`src/rtl/hazard_if.sv`:
```
// Decode/execute/memory hazard inputs and stall/flush controls exchanged
// between the pipeline (master) and the hazard scheduler (slave).
interface hazard_if #(
  parameter int CNT_W = 16
);
  logic [3:0]       id_rn;
  logic [3:0]       id_rm;
  logic [3:0]       id_rs;
  logic             id_use_rn;
  logic             id_use_rm;
  logic             id_use_rs;
  logic [3:0]       ex_rd;
  logic             ex_is_load;
  logic             branch_taken;
  logic             mem_busy;
  logic             stat_clr;
  logic             sel_stall;
  logic             bubble;
  logic             stall_all;
  logic             flush;
  logic             branch_ref;
  logic [CNT_W-1:0] stall_count;

  modport master (
    output id_rn, id_rm, id_rs, id_use_rn, id_use_rm, id_use_rs,
    output ex_rd, ex_is_load, branch_taken, mem_busy, stat_clr,
    input  sel_stall, bubble, stall_all, flush, branch_ref, stall_count
  );

  modport slave (
    input  id_rn, id_rm, id_rs, id_use_rn, id_use_rm, id_use_rs,
    input  ex_rd, ex_is_load, branch_taken, mem_busy, stat_clr,
    output sel_stall, bubble, stall_all, flush, branch_ref, stall_count
  );
endinterface

```
`src/rtl/hazard_scheduler.sv`:
```
// Pipeline stall/flush sequencer: memory wait > taken branch > load-use,
// plus a saturating stalled-cycle counter.
//
// state | meaning
// RUN   | normal issue; branches and load-use hazards are evaluated
// FLUSH | squashing wrong-path work for FLUSH_CYCLES non-busy cycles
module hazard_scheduler #(
  parameter int FLUSH_CYCLES = 2,
  parameter int CNT_W        = 16
) (
  input logic     clk,
  input logic     rst_n,
  hazard_if.slave hz
);

  typedef enum logic {RUN, FLUSH} state_t;

  state_t           state_q;
  logic [1:0]       flush_cnt_q;
  logic             flush_q;
  logic             branch_ref_q;
  logic [CNT_W-1:0] stall_count_q;
  logic [CNT_W-1:0] stall_count_d;

  logic luh;
  logic run_free;
  logic br_accept;
  logic sel_stall;
  logic stall_all;

  // A load to R15 is resolved through the branch path, never by stalling.
  assign luh = hz.ex_is_load && (hz.ex_rd != 4'hF) &&
               ((hz.id_use_rn && (hz.id_rn == hz.ex_rd)) ||
                (hz.id_use_rm && (hz.id_rm == hz.ex_rd)) ||
                (hz.id_use_rs && (hz.id_rs == hz.ex_rd)));

  assign run_free  = rst_n && !hz.mem_busy && (state_q == RUN);
  assign br_accept = run_free && hz.branch_taken;
  assign sel_stall = run_free && !hz.branch_taken && luh;
  assign stall_all = rst_n && hz.mem_busy;

  always_comb begin
    stall_count_d = stall_count_q;
    if (hz.stat_clr)
      stall_count_d = '0;
    else if ((sel_stall || stall_all) && (stall_count_q != {CNT_W{1'b1}}))
      stall_count_d = stall_count_q + 1'b1;
  end

  always_ff @(posedge clk or negedge rst_n) begin
    if (!rst_n) begin
      state_q       <= RUN;
      flush_cnt_q   <= 2'd0;
      flush_q       <= 1'b0;
      branch_ref_q  <= 1'b0;
      stall_count_q <= '0;
    end else begin
      stall_count_q <= stall_count_d;
      if (!hz.mem_busy) begin
        case (state_q)
          RUN: begin
            if (hz.branch_taken) begin
              state_q      <= FLUSH;
              flush_q      <= 1'b1;
              flush_cnt_q  <= 2'(FLUSH_CYCLES - 1);
              branch_ref_q <= !branch_ref_q;
            end
          end
          FLUSH: begin
            // Execute holds a wrong-path instruction here, so branch_taken is ignored.
            if (flush_cnt_q == 2'd0) begin
              state_q <= RUN;
              flush_q <= 1'b0;
            end else begin
              flush_cnt_q <= flush_cnt_q - 2'd1;
            end
          end
          default: begin
            state_q <= RUN;
            flush_q <= 1'b0;
          end
        endcase
      end
    end
  end

  assign hz.sel_stall   = sel_stall;
  assign hz.bubble      = sel_stall;
  assign hz.stall_all   = stall_all;
  assign hz.flush       = flush_q;
  assign hz.branch_ref  = branch_ref_q;
  assign hz.stall_count = stall_count_q;

  logic unused_br;
  assign unused_br = br_accept;

endmodule

```
`src/flat_wrapper.sv`:
```
// flat-port wrapper written by rule: the top's interface ports become plain ports
module hazard_scheduler_flat 
#(
  parameter int FLUSH_CYCLES = 2,
  parameter int CNT_W        = 16
)
  (clk, rst_n, hz_id_rn, hz_id_rm, hz_id_rs, hz_id_use_rn, hz_id_use_rm, hz_id_use_rs, hz_ex_rd, hz_ex_is_load, hz_branch_taken, hz_mem_busy, hz_stat_clr, hz_sel_stall, hz_bubble, hz_stall_all, hz_flush, hz_branch_ref, hz_stall_count);
  hazard_if #(.CNT_W(CNT_W)) hz_i ();
  input logic clk;
  input logic rst_n;
  input wire logic [$bits(hz_i.id_rn)-1:0] hz_id_rn;
  input wire logic [$bits(hz_i.id_rm)-1:0] hz_id_rm;
  input wire logic [$bits(hz_i.id_rs)-1:0] hz_id_rs;
  input wire logic [$bits(hz_i.id_use_rn)-1:0] hz_id_use_rn;
  input wire logic [$bits(hz_i.id_use_rm)-1:0] hz_id_use_rm;
  input wire logic [$bits(hz_i.id_use_rs)-1:0] hz_id_use_rs;
  input wire logic [$bits(hz_i.ex_rd)-1:0] hz_ex_rd;
  input wire logic [$bits(hz_i.ex_is_load)-1:0] hz_ex_is_load;
  input wire logic [$bits(hz_i.branch_taken)-1:0] hz_branch_taken;
  input wire logic [$bits(hz_i.mem_busy)-1:0] hz_mem_busy;
  input wire logic [$bits(hz_i.stat_clr)-1:0] hz_stat_clr;
  output wire logic [$bits(hz_i.sel_stall)-1:0] hz_sel_stall;
  output wire logic [$bits(hz_i.bubble)-1:0] hz_bubble;
  output wire logic [$bits(hz_i.stall_all)-1:0] hz_stall_all;
  output wire logic [$bits(hz_i.flush)-1:0] hz_flush;
  output wire logic [$bits(hz_i.branch_ref)-1:0] hz_branch_ref;
  output wire logic [$bits(hz_i.stall_count)-1:0] hz_stall_count;
  assign hz_i.id_rn = hz_id_rn;
  assign hz_i.id_rm = hz_id_rm;
  assign hz_i.id_rs = hz_id_rs;
  assign hz_i.id_use_rn = hz_id_use_rn;
  assign hz_i.id_use_rm = hz_id_use_rm;
  assign hz_i.id_use_rs = hz_id_use_rs;
  assign hz_i.ex_rd = hz_ex_rd;
  assign hz_i.ex_is_load = hz_ex_is_load;
  assign hz_i.branch_taken = hz_branch_taken;
  assign hz_i.mem_busy = hz_mem_busy;
  assign hz_i.stat_clr = hz_stat_clr;
  assign hz_sel_stall = hz_i.sel_stall;
  assign hz_bubble = hz_i.bubble;
  assign hz_stall_all = hz_i.stall_all;
  assign hz_flush = hz_i.flush;
  assign hz_branch_ref = hz_i.branch_ref;
  assign hz_stall_count = hz_i.stall_count;
  hazard_scheduler #(.FLUSH_CYCLES(FLUSH_CYCLES), .CNT_W(CNT_W)) u_core (.clk(clk), .rst_n(rst_n), .hz(hz_i));
endmodule
```
`config.mk`:
```
export PLATFORM = sky130hd
export DESIGN_NAME = hazard_scheduler_flat
export DESIGN_NICKNAME = d
export VERILOG_FILES = /design/src/rtl/hazard_if.sv /design/src/rtl/hazard_scheduler.sv /design/src/flat_wrapper.sv
export SDC_FILE = /design/constraint.sdc
export NUM_CORES = 1
export LEC_CHECK = 0
export BUFFER_PORTS_ARGS = -buffer_cell sky130_fd_sc_hd__buf_2
export CAP_MARGIN = 10
export CORE_MARGIN = 8
export CORE_UTILIZATION = 50
export DETAILED_ROUTE_END_ITERATION = 8
export PLACE_DENSITY = 0.76
export SLEW_MARGIN = 10
export SYNTH_ARGS = -nofsm -noshare
export SYNTH_HDL_FRONTEND = slang
export SYNTH_SLANG_ARGS = --single-unit
```
`constraint.sdc`:
```
create_clock -name clk -period 3.9 [get_ports clk]
set_input_delay 0 -clock clk [delete_from_list [all_inputs] [get_ports clk]]
set_output_delay 0 -clock clk [all_outputs]
set_load 0.005 [all_outputs]
```
==> results of run 1 <==
## through the flow
| stage | cell area [µm²] | setup WS, ns | utilization | cells | total power (W) |
|---|---|---|---|---|---|
| after CTS | 1555 | 1.440 | 0.6335 | 215 | 0.0005039 |
| after global routing | 1555 | 1.233 | 0.6335 | 215 | 0.0005392 |
| final | 1555 | 1.458 | 0.6335 | 215 | 0.0004992 |
| after global placement | 1509 | 1.773 | 0.6147 | 209 | 0.0003904 |
| after detailed placement | 1509 | 1.644 | 0.6147 | 209 | 0.0004000 |
| after floorplan | 1285 | 1.951 | - | 141 | 0.0003499 |
## critical path: stages
cell and delay, ns:
dlygate4sd3_1 0.52, buf_2 0.43, nand4_1 0.18, a41o_1 0.28, a31oi_4 0.24, o21ai_2 0.29, or4_1 0.55, a21oi_1 0.18
## cell families (layout without fill, tap and decap cells)
logic type,after synthesis,after routing,share of synthesized area
compound gates,31,31,0.1636
mux,2,2,0.01558
xor+xnor,16,16,0.1091
simple gates,57,57,0.2385
fa+ha+maj,2,2,0.01947
flops,21,21,0.4090
buf+inv,12,56,0.04479
## area by class of cell
| class | instances | area (µm²) | share of cell area |
|---|---|---|---|
| clock buffers | 4 | 26.28 | 0.01689 |
| repair buffers | 47 | 245.2 | 0.1577 |
| multi-input cells | 108 | 701.9 | 0.4513 |
| well taps | 30 | 37.54 | 0.02414 |
| flip-flops and latches | 21 | 525.5 | 0.3379 |
| inverters | 5 | 18.77 | 0.01207 |
## repair_timing
item | 4_1_cts | 5_1_grt
hold buffers | 2 | 0
gates resized for setup | 0 | 0
endpoints found under the hold margin | 22 | 0
## power breakdown
group,total [W],internal (W),switching [W]
clock network,0.000103,0.0000399,0.0000632
logic,0.000135,0.0000611,0.0000744
registers,0.000261,0.000244,0.0000166
## registers in the layout (all words and copies together) (netlist names)
signal                 cells
u_core.state_q             1
u_core.hz.flush            1
u_core.flush_cnt_q         2
u_core.hz.branch_ref       1
u_core.hz.stall_count     16
## layer usage
metal  share of wire  GRT usage
met1            0.42     0.1786
met2            0.46     0.2258
met3            0.11    0.04698
met4           0.017    0.07467
met5               0          0
## cells in the mapped netlist (3+ instances only)
master	count	area (µm²)
inv_1	5	18.77
xnor2_1	4	35.03
o31ai_1	5	37.54
nor2_1	8	30.03
clkbuf_1	3	11.26
and3_1	4	25.02
nor2b_1	5	31.28
nor3_1	5	25.02
xor2_1	12	105.1
a21oi_1	11	55.05
nand3_1	6	30.03
dfrtp_1	21	525.5
or4_1	9	67.56
o21ai_0	6	30.03
nand2_1	12	45.04
## final timing paths
kind / start / endpoint / slack [ns] / depth (start not counted)
min in group asynchronous: rst_n / u_core.hz.stall_count[5] / 0.18 / 2
max in group asynchronous: rst_n / u_core.flush_cnt_q[0] / 3.37 / 2
min: hz_stat_clr / u_core.hz.stall_count[10] / 0.08 / 2
max reg2reg: u_core.hz.stall_count[7] / u_core.hz.stall_count[9] / 1.60 / 7
max: rst_n / u_core.hz.stall_count[9] / 1.46 / 8
min reg2reg: u_core.hz.branch_ref / u_core.hz.branch_ref / 0.47 / 1
==> results.tsv, run 1 <==
stage	metric	value	unit
yosys	YS warnings	0	
die	die area	4448	µm²
sta	Final Slew Violations	0	
yosys	Post-synth EDFFs	0	
critical_path	CP max FO	24	
die	Rows	18	
sta	Final setup viols	0	
grt	first-pass GRT wire length	5.237	mm
pwr	Leakage Power	0.7674	nW
yosys	Yosys reg bits	21	
sta	setup_tns	0	ns
finish	Total Nets Final	213	
grt	vias in the first global route	1209	
yosys	syn_area_per_cell	9.113	µm²
clock_tree	Clk Latency, worst-skew pair	0.30	ns
die	core area	2455	µm²
critical_path	Crit path arrival time	2.67	ns
run	Max-Cap Viols	0	
place	post-DP HPWL	2.393	mm
sta	RSZ-0062 raised after global routing	false	
yosys	post-synthesis sequential area ratio	0.4090	
yosys	ys flop type	dfrtp_1	
pwr	worst vdd ir	0.2173	mV
sta	Final period util	0.6262	
die	Top Ports	46	
critical_path	critical path startpoint category	input pin	
sta	Layout Skew	0.008000	ns
finish	most common cell after layout, fill and taps aside	buf_2	
sta	Min Hold Slack	0.07831	ns
finish	ANT cells	0	
clock_tree	clock root cell	clkbuf_4	
status	status	complete, no violations	
route	Pre-antenna DRT Iters	4	
finish	layout cells sized above 1	0.2703	
place	final RePlAce weighted congestion	0.8980	
sta	relative slew slack	0.4394	
yosys	synth unique cells	34	
route	drt drc	0	
die	Die H	66.70	µm
clock_tree	setup bufs post-CTS	0	
critical_path	CP Class	input pin to flip-flop	
grt	initial antenna violation count	0	
sta	min Tclk post-route	2.442	ns
clock_tree	H-tree Lvls	1	
critical_path	crit path capture type	flip-flop	
clock_tree	CTS Sinks	21	
yosys	FFs w/ async S/R, synth	1.000	
clock_tree	CTS Buf Count	3	
die	Starting Density	0.5234	
yosys	Mapped Cells	141	
route	Antenna Violating Nets Remaining	0	
yosys	mapped cell area	1285	µm²
route	DR vias/cell	5.660	
finish	area growth from synthesis to layout	21.03	%
grt	Total GRT Usage	0.1467	
die	Horiz. Die Dim	66.70	µm
sta	final hold vios	0	
hold_path	Min-Delay Path Class	input pin to flip-flop	
route	vias	1217	
route	final WL	3.144	mm
grt	grt ovf	0	
sta	Max Freq	409.5	MHz
pwr	Power Dens Cells	321.0	nW/µm²
place	Buffers on Ports	45	
route	DR WL/cell	14.62	µm
finish	Fillers	215	
clock_tree	CTS Buffer Depth	2	
route	Starting DRT DRC Count	36	
critical_path	Critical Path RT	4.13	ns
sta	Least-Margin Pin Slew	0.8409	ns
finish	most frequent cells in the layout	45 x buf_2, 21 x dfrtp_1, 12 x xor2_1, 12 x nand2_1, 11 x a21oi_1	
yosys	syn_nets	168	
clock_tree	Clock Pin Slew Worst Setup and Hold Paths	0.12	ns
clock_tree	TritonCTS clock tree	done	
grt	largest net degree at the start of global routing	25	
No activity file was read; power rests on OpenSTA's default activity.
==> inputs of run 2 (changes only) <==
--- a/config.mk
+++ b/config.mk
@@ -8,9 +8,9 @@
 export BUFFER_PORTS_ARGS = -buffer_cell sky130_fd_sc_hd__buf_2
 export CAP_MARGIN = 10
 export CORE_MARGIN = 8
-export CORE_UTILIZATION = 50
+export CORE_UTILIZATION = 49
 export DETAILED_ROUTE_END_ITERATION = 8
-export PLACE_DENSITY = 0.76
+export PLACE_DENSITY = 0.75
 export SLEW_MARGIN = 10
 export SYNTH_ARGS = -nofsm -noshare
 export SYNTH_HDL_FRONTEND = slang
==> constraint.sdc (replaced) <==
create_clock -name clk -period 2.3 [get_ports clk]
set_input_delay 0 -clock clk [delete_from_list [all_inputs] [get_ports clk]]
set_output_delay 0 -clock clk [all_outputs]
set_load 0.005 [all_outputs]
==> run 2 against run 1 <==
Global-route usage down 0.94 points. Die area up 1.6%. Sequential power up 70%. Cell count up 1.9%. Hold slack better by 0.0013 ns. Largest cell class unchanged. Highest routed layer unchanged.
==> results.tsv, run 2 (synthesized netlist as in run 1, its figures left out) <==
stage	metric	value	unit	change
finish	most common cell after layout, fill and taps aside	buf_2		
critical_path	Slowest-stage cell, CP	or4_1		
finish	layout cells sized above 1	0.2857		+0.01544
critical_path	worst reg2reg endpoint	u_core.hz.stall_count[9]		
clock_tree	TritonCTS clock tree	done		
clock_tree	CTS Sinks	21		unchanged
pwr	register share of total power	0.520		-0.002
pwr	Leakage Power	0.7870	nW	+2.6%
place	final RePlAce weighted congestion	0.8316		-7.4%
sta	Least-Margin Pin Slew	0.5220	ns	-0.3189 ns
sta	Layout Skew	0.003488	ns	-0.004512 ns
finish	most frequent cells in the layout	45 x buf_2, 21 x dfrtp_1, 12 x xor2_1, 12 x nand2_1, 11 x a21oi_1		
critical_path	CP max FO	12		-50%
route	final WL	3.137	mm	-0.22%
critical_path	critical path startpoint category	flip-flop		
route	DR WL/cell	14.32	µm	-2.0%
route	Pre-antenna DRT Iters	4		unchanged
finish	FF+latch area	525.5	µm²	unchanged
die	core area	2477	µm²	+0.92%
place	Buffers on Ports	45		unchanged
sta	Final Slew Violations	0		unchanged
clock_tree	CTS Buf Count	3		unchanged
critical_path	crit path cell chain	and3_1, and3_1, and3_1, nand4_1, o21ai_4, or4_1, a21oi_1		
sta	final hold vios	0		unchanged
critical_path	RR Startpoint	u_core.hz.stall_count[7]		
critical_path	crit path capture type	flip-flop		
route	Antenna Violating Nets Remaining	0		unchanged
sta	min Tclk post-route	2.175	ns	
die	Starting Density	0.5187		-0.004759
critical_path	Crit path arrival time	2.41	ns	-0.26 ns
finish	multi-input logic area	718.2	µm²	+2.3%
die	Die H	67.21	µm	+0.77%
critical_path	R2R Setup Slk	0.13	ns	-1.47 ns
place	Post-Place Cell Area	1531	µm²	+1.5%
finish	Total Nets Final	217		+1.9%
place	post-DP HPWL	2.384	mm	-0.38%
pwr	Net Switching	0.0002636	W	+71%
grt	first-pass GRT wire length	4.899	mm	-6.5%
critical_path	crit-path most repeated cell	and3_1		
finish	final instance area	1594	µm²	+2.5%
die	die area	4517	µm²	+1.6%
critical_path	Worst R2R Path Depth	7		unchanged
pwr	sw frac	0.3093		+0.0004063
status	status	complete, no violations		
route	drt drc	0		unchanged
route	vias	1224		+0.58%
clock_tree	CTS Buffer Depth	2		unchanged
critical_path	Critical Path RT	2.53	ns	-1.60 ns
clock_tree	clock root cell	clkbuf_4		
pwr	P_int	0.0005885	W	+71%
die	Rows	18		unchanged
sta	RSZ-0062 raised after global routing	false		
pwr	Logic pwr share	0.276		+0.005
hold_path	Hold Path Depth	3		+1
clock_tree	Clock Pin Slew Worst Setup and Hold Paths	0.11	ns	about the same
grt	Total GRT Usage	0.1373		-0.009384
sta	Final setup viols	0		unchanged
route	DR vias/cell	5.589		-1.3%
finish	ANT cells	0		unchanged
hold_path	min-delay src	hz_mem_busy		
sta	setup_tns	0	ns	unchanged
clock_tree	H-tree Lvls	1		unchanged
hold_path	Worst Hold Endpoint	u_core.flush_cnt_q[1]		
pwr	clock share of power	0.205		about the same
run	Max-Cap Viols	0		unchanged
route	Starting DRT DRC Count	86		+140%
finish	max reg flops	16		unchanged
hold_path	Min-Delay Path Class	input pin to flip-flop		
sta	Max Freq	459.8	MHz	
sta	Final period util	0.9456		
grt	vias in the first global route	1107		-8.4%
pwr	Power Dens Cells	534.6	nW/µm²	+67%
clock_tree	Clk Latency, worst-skew pair	0.30	ns	about the same
finish	Fillers	226		+5.1%
critical_path	CP Class	flip-flop to flip-flop		
die	Horiz. Die Dim	67.21	µm	+0.77%
critical_path	Worst path max stage delay	0.48	ns	-0.07 ns
grt	initial antenna violation count	0		unchanged
grt	grt ovf	0		unchanged
sta	Min Hold Slack	0.07959	ns	+0.001273 ns
sta	relative slew slack	0.6520		+0.2126
die	Top Ports	46		unchanged
finish	area growth from synthesis to layout	24.05	%	
grt	largest net degree at the start of global routing	25		unchanged
pwr	worst vdd ir	0.4690	mV	+120%
clock_tree	setup bufs post-CTS	0		unchanged
-- run 2: cell types whose count changed in the layout (fill, tap and decap cells not counted) --
| cell | delta |
|---|---|
| buf_4 | +3 |
| o21ai_4 | +1 |
-- run 2: per-layer routing --
layer / track usage / vias to the layer above / wire [µm]
li1: - / 608 / -
met1: 0.1627 / 589 / 1355
met2: 0.2413 / 23 / 1583
met3: 0.03808 / 4 / 173
met4: 0.03133 / 0 / 25
met5: 0 / - / 0
-- run 2: final cells by class --
type,count,share of cell area
multi-input cells,109,0.4505
flip-flops and latches,21,0.3297
repair buffers,50,0.1680
well taps,30,0.02355
clock buffers,4,0.01648
inverters,5,0.01177
-- run 2: power by group through the flow --
stage | Combinational [W] | Sequential (W) | Clock [W]
final | 0.000235 | 0.000443 | 0.000174
after global routing | 0.000267 | 0.000448 | 0.000196
after CTS | 0.000237 | 0.000443 | 0.000182
after detailed placement | 0.000232 | 0.000450 | 0
after global placement | 0.000218 | 0.000448 | 0
after floorplan | 0.000144 | 0.000449 | 0
-- run 2: critical path: cells and delay by family, from the launching register on --
kind             cells  cell delay, ns
flip-flops           1            0.43
AND/OR/NAND/NOR      5            1.35
AO/OA/AOI/OAI        2            0.32
-- run 2: worst max path at each step --
stage               cells past startpoint  slack (ns)                        end                startpoint
global route                            7       0.004  u_core.hz.stall_count[11]  u_core.hz.stall_count[7]
finish                                  7        0.13   u_core.hz.stall_count[9]  u_core.hz.stall_count[7]
global placement                        7        0.18  u_core.hz.stall_count[11]  u_core.hz.stall_count[7]
floorplan                               9        0.35  u_core.hz.stall_count[13]  u_core.hz.stall_count[7]
detailed placement                      7        0.11  u_core.hz.stall_count[15]  u_core.hz.stall_count[7]
CTS                                     7        0.08   u_core.hz.stall_count[9]  u_core.hz.stall_count[7]
-- run 2: what timing repair did --
| item | in CTS | in global routing |
|---|---|---|
| resized for setup | 0 | 1 |
| endpoints found under the hold margin | 22 | 0 |
| setup endpoints to repair | 0 | 5 |
| hold buffers | 2 | 0 |
-- run 2: per-stage QoR --
step                       power, W    util  setup slack [ns]  cells
after floorplan           0.0005932       -            0.3514    141
after global placement    0.0006655  0.6182            0.1844    212
after detailed placement  0.0006822  0.6182            0.1116    212
after CTS                 0.0008621  0.6369           0.08448    218
after global routing      0.0009120  0.6434          0.004037    219
final                     0.0008521  0.6434            0.1252    219
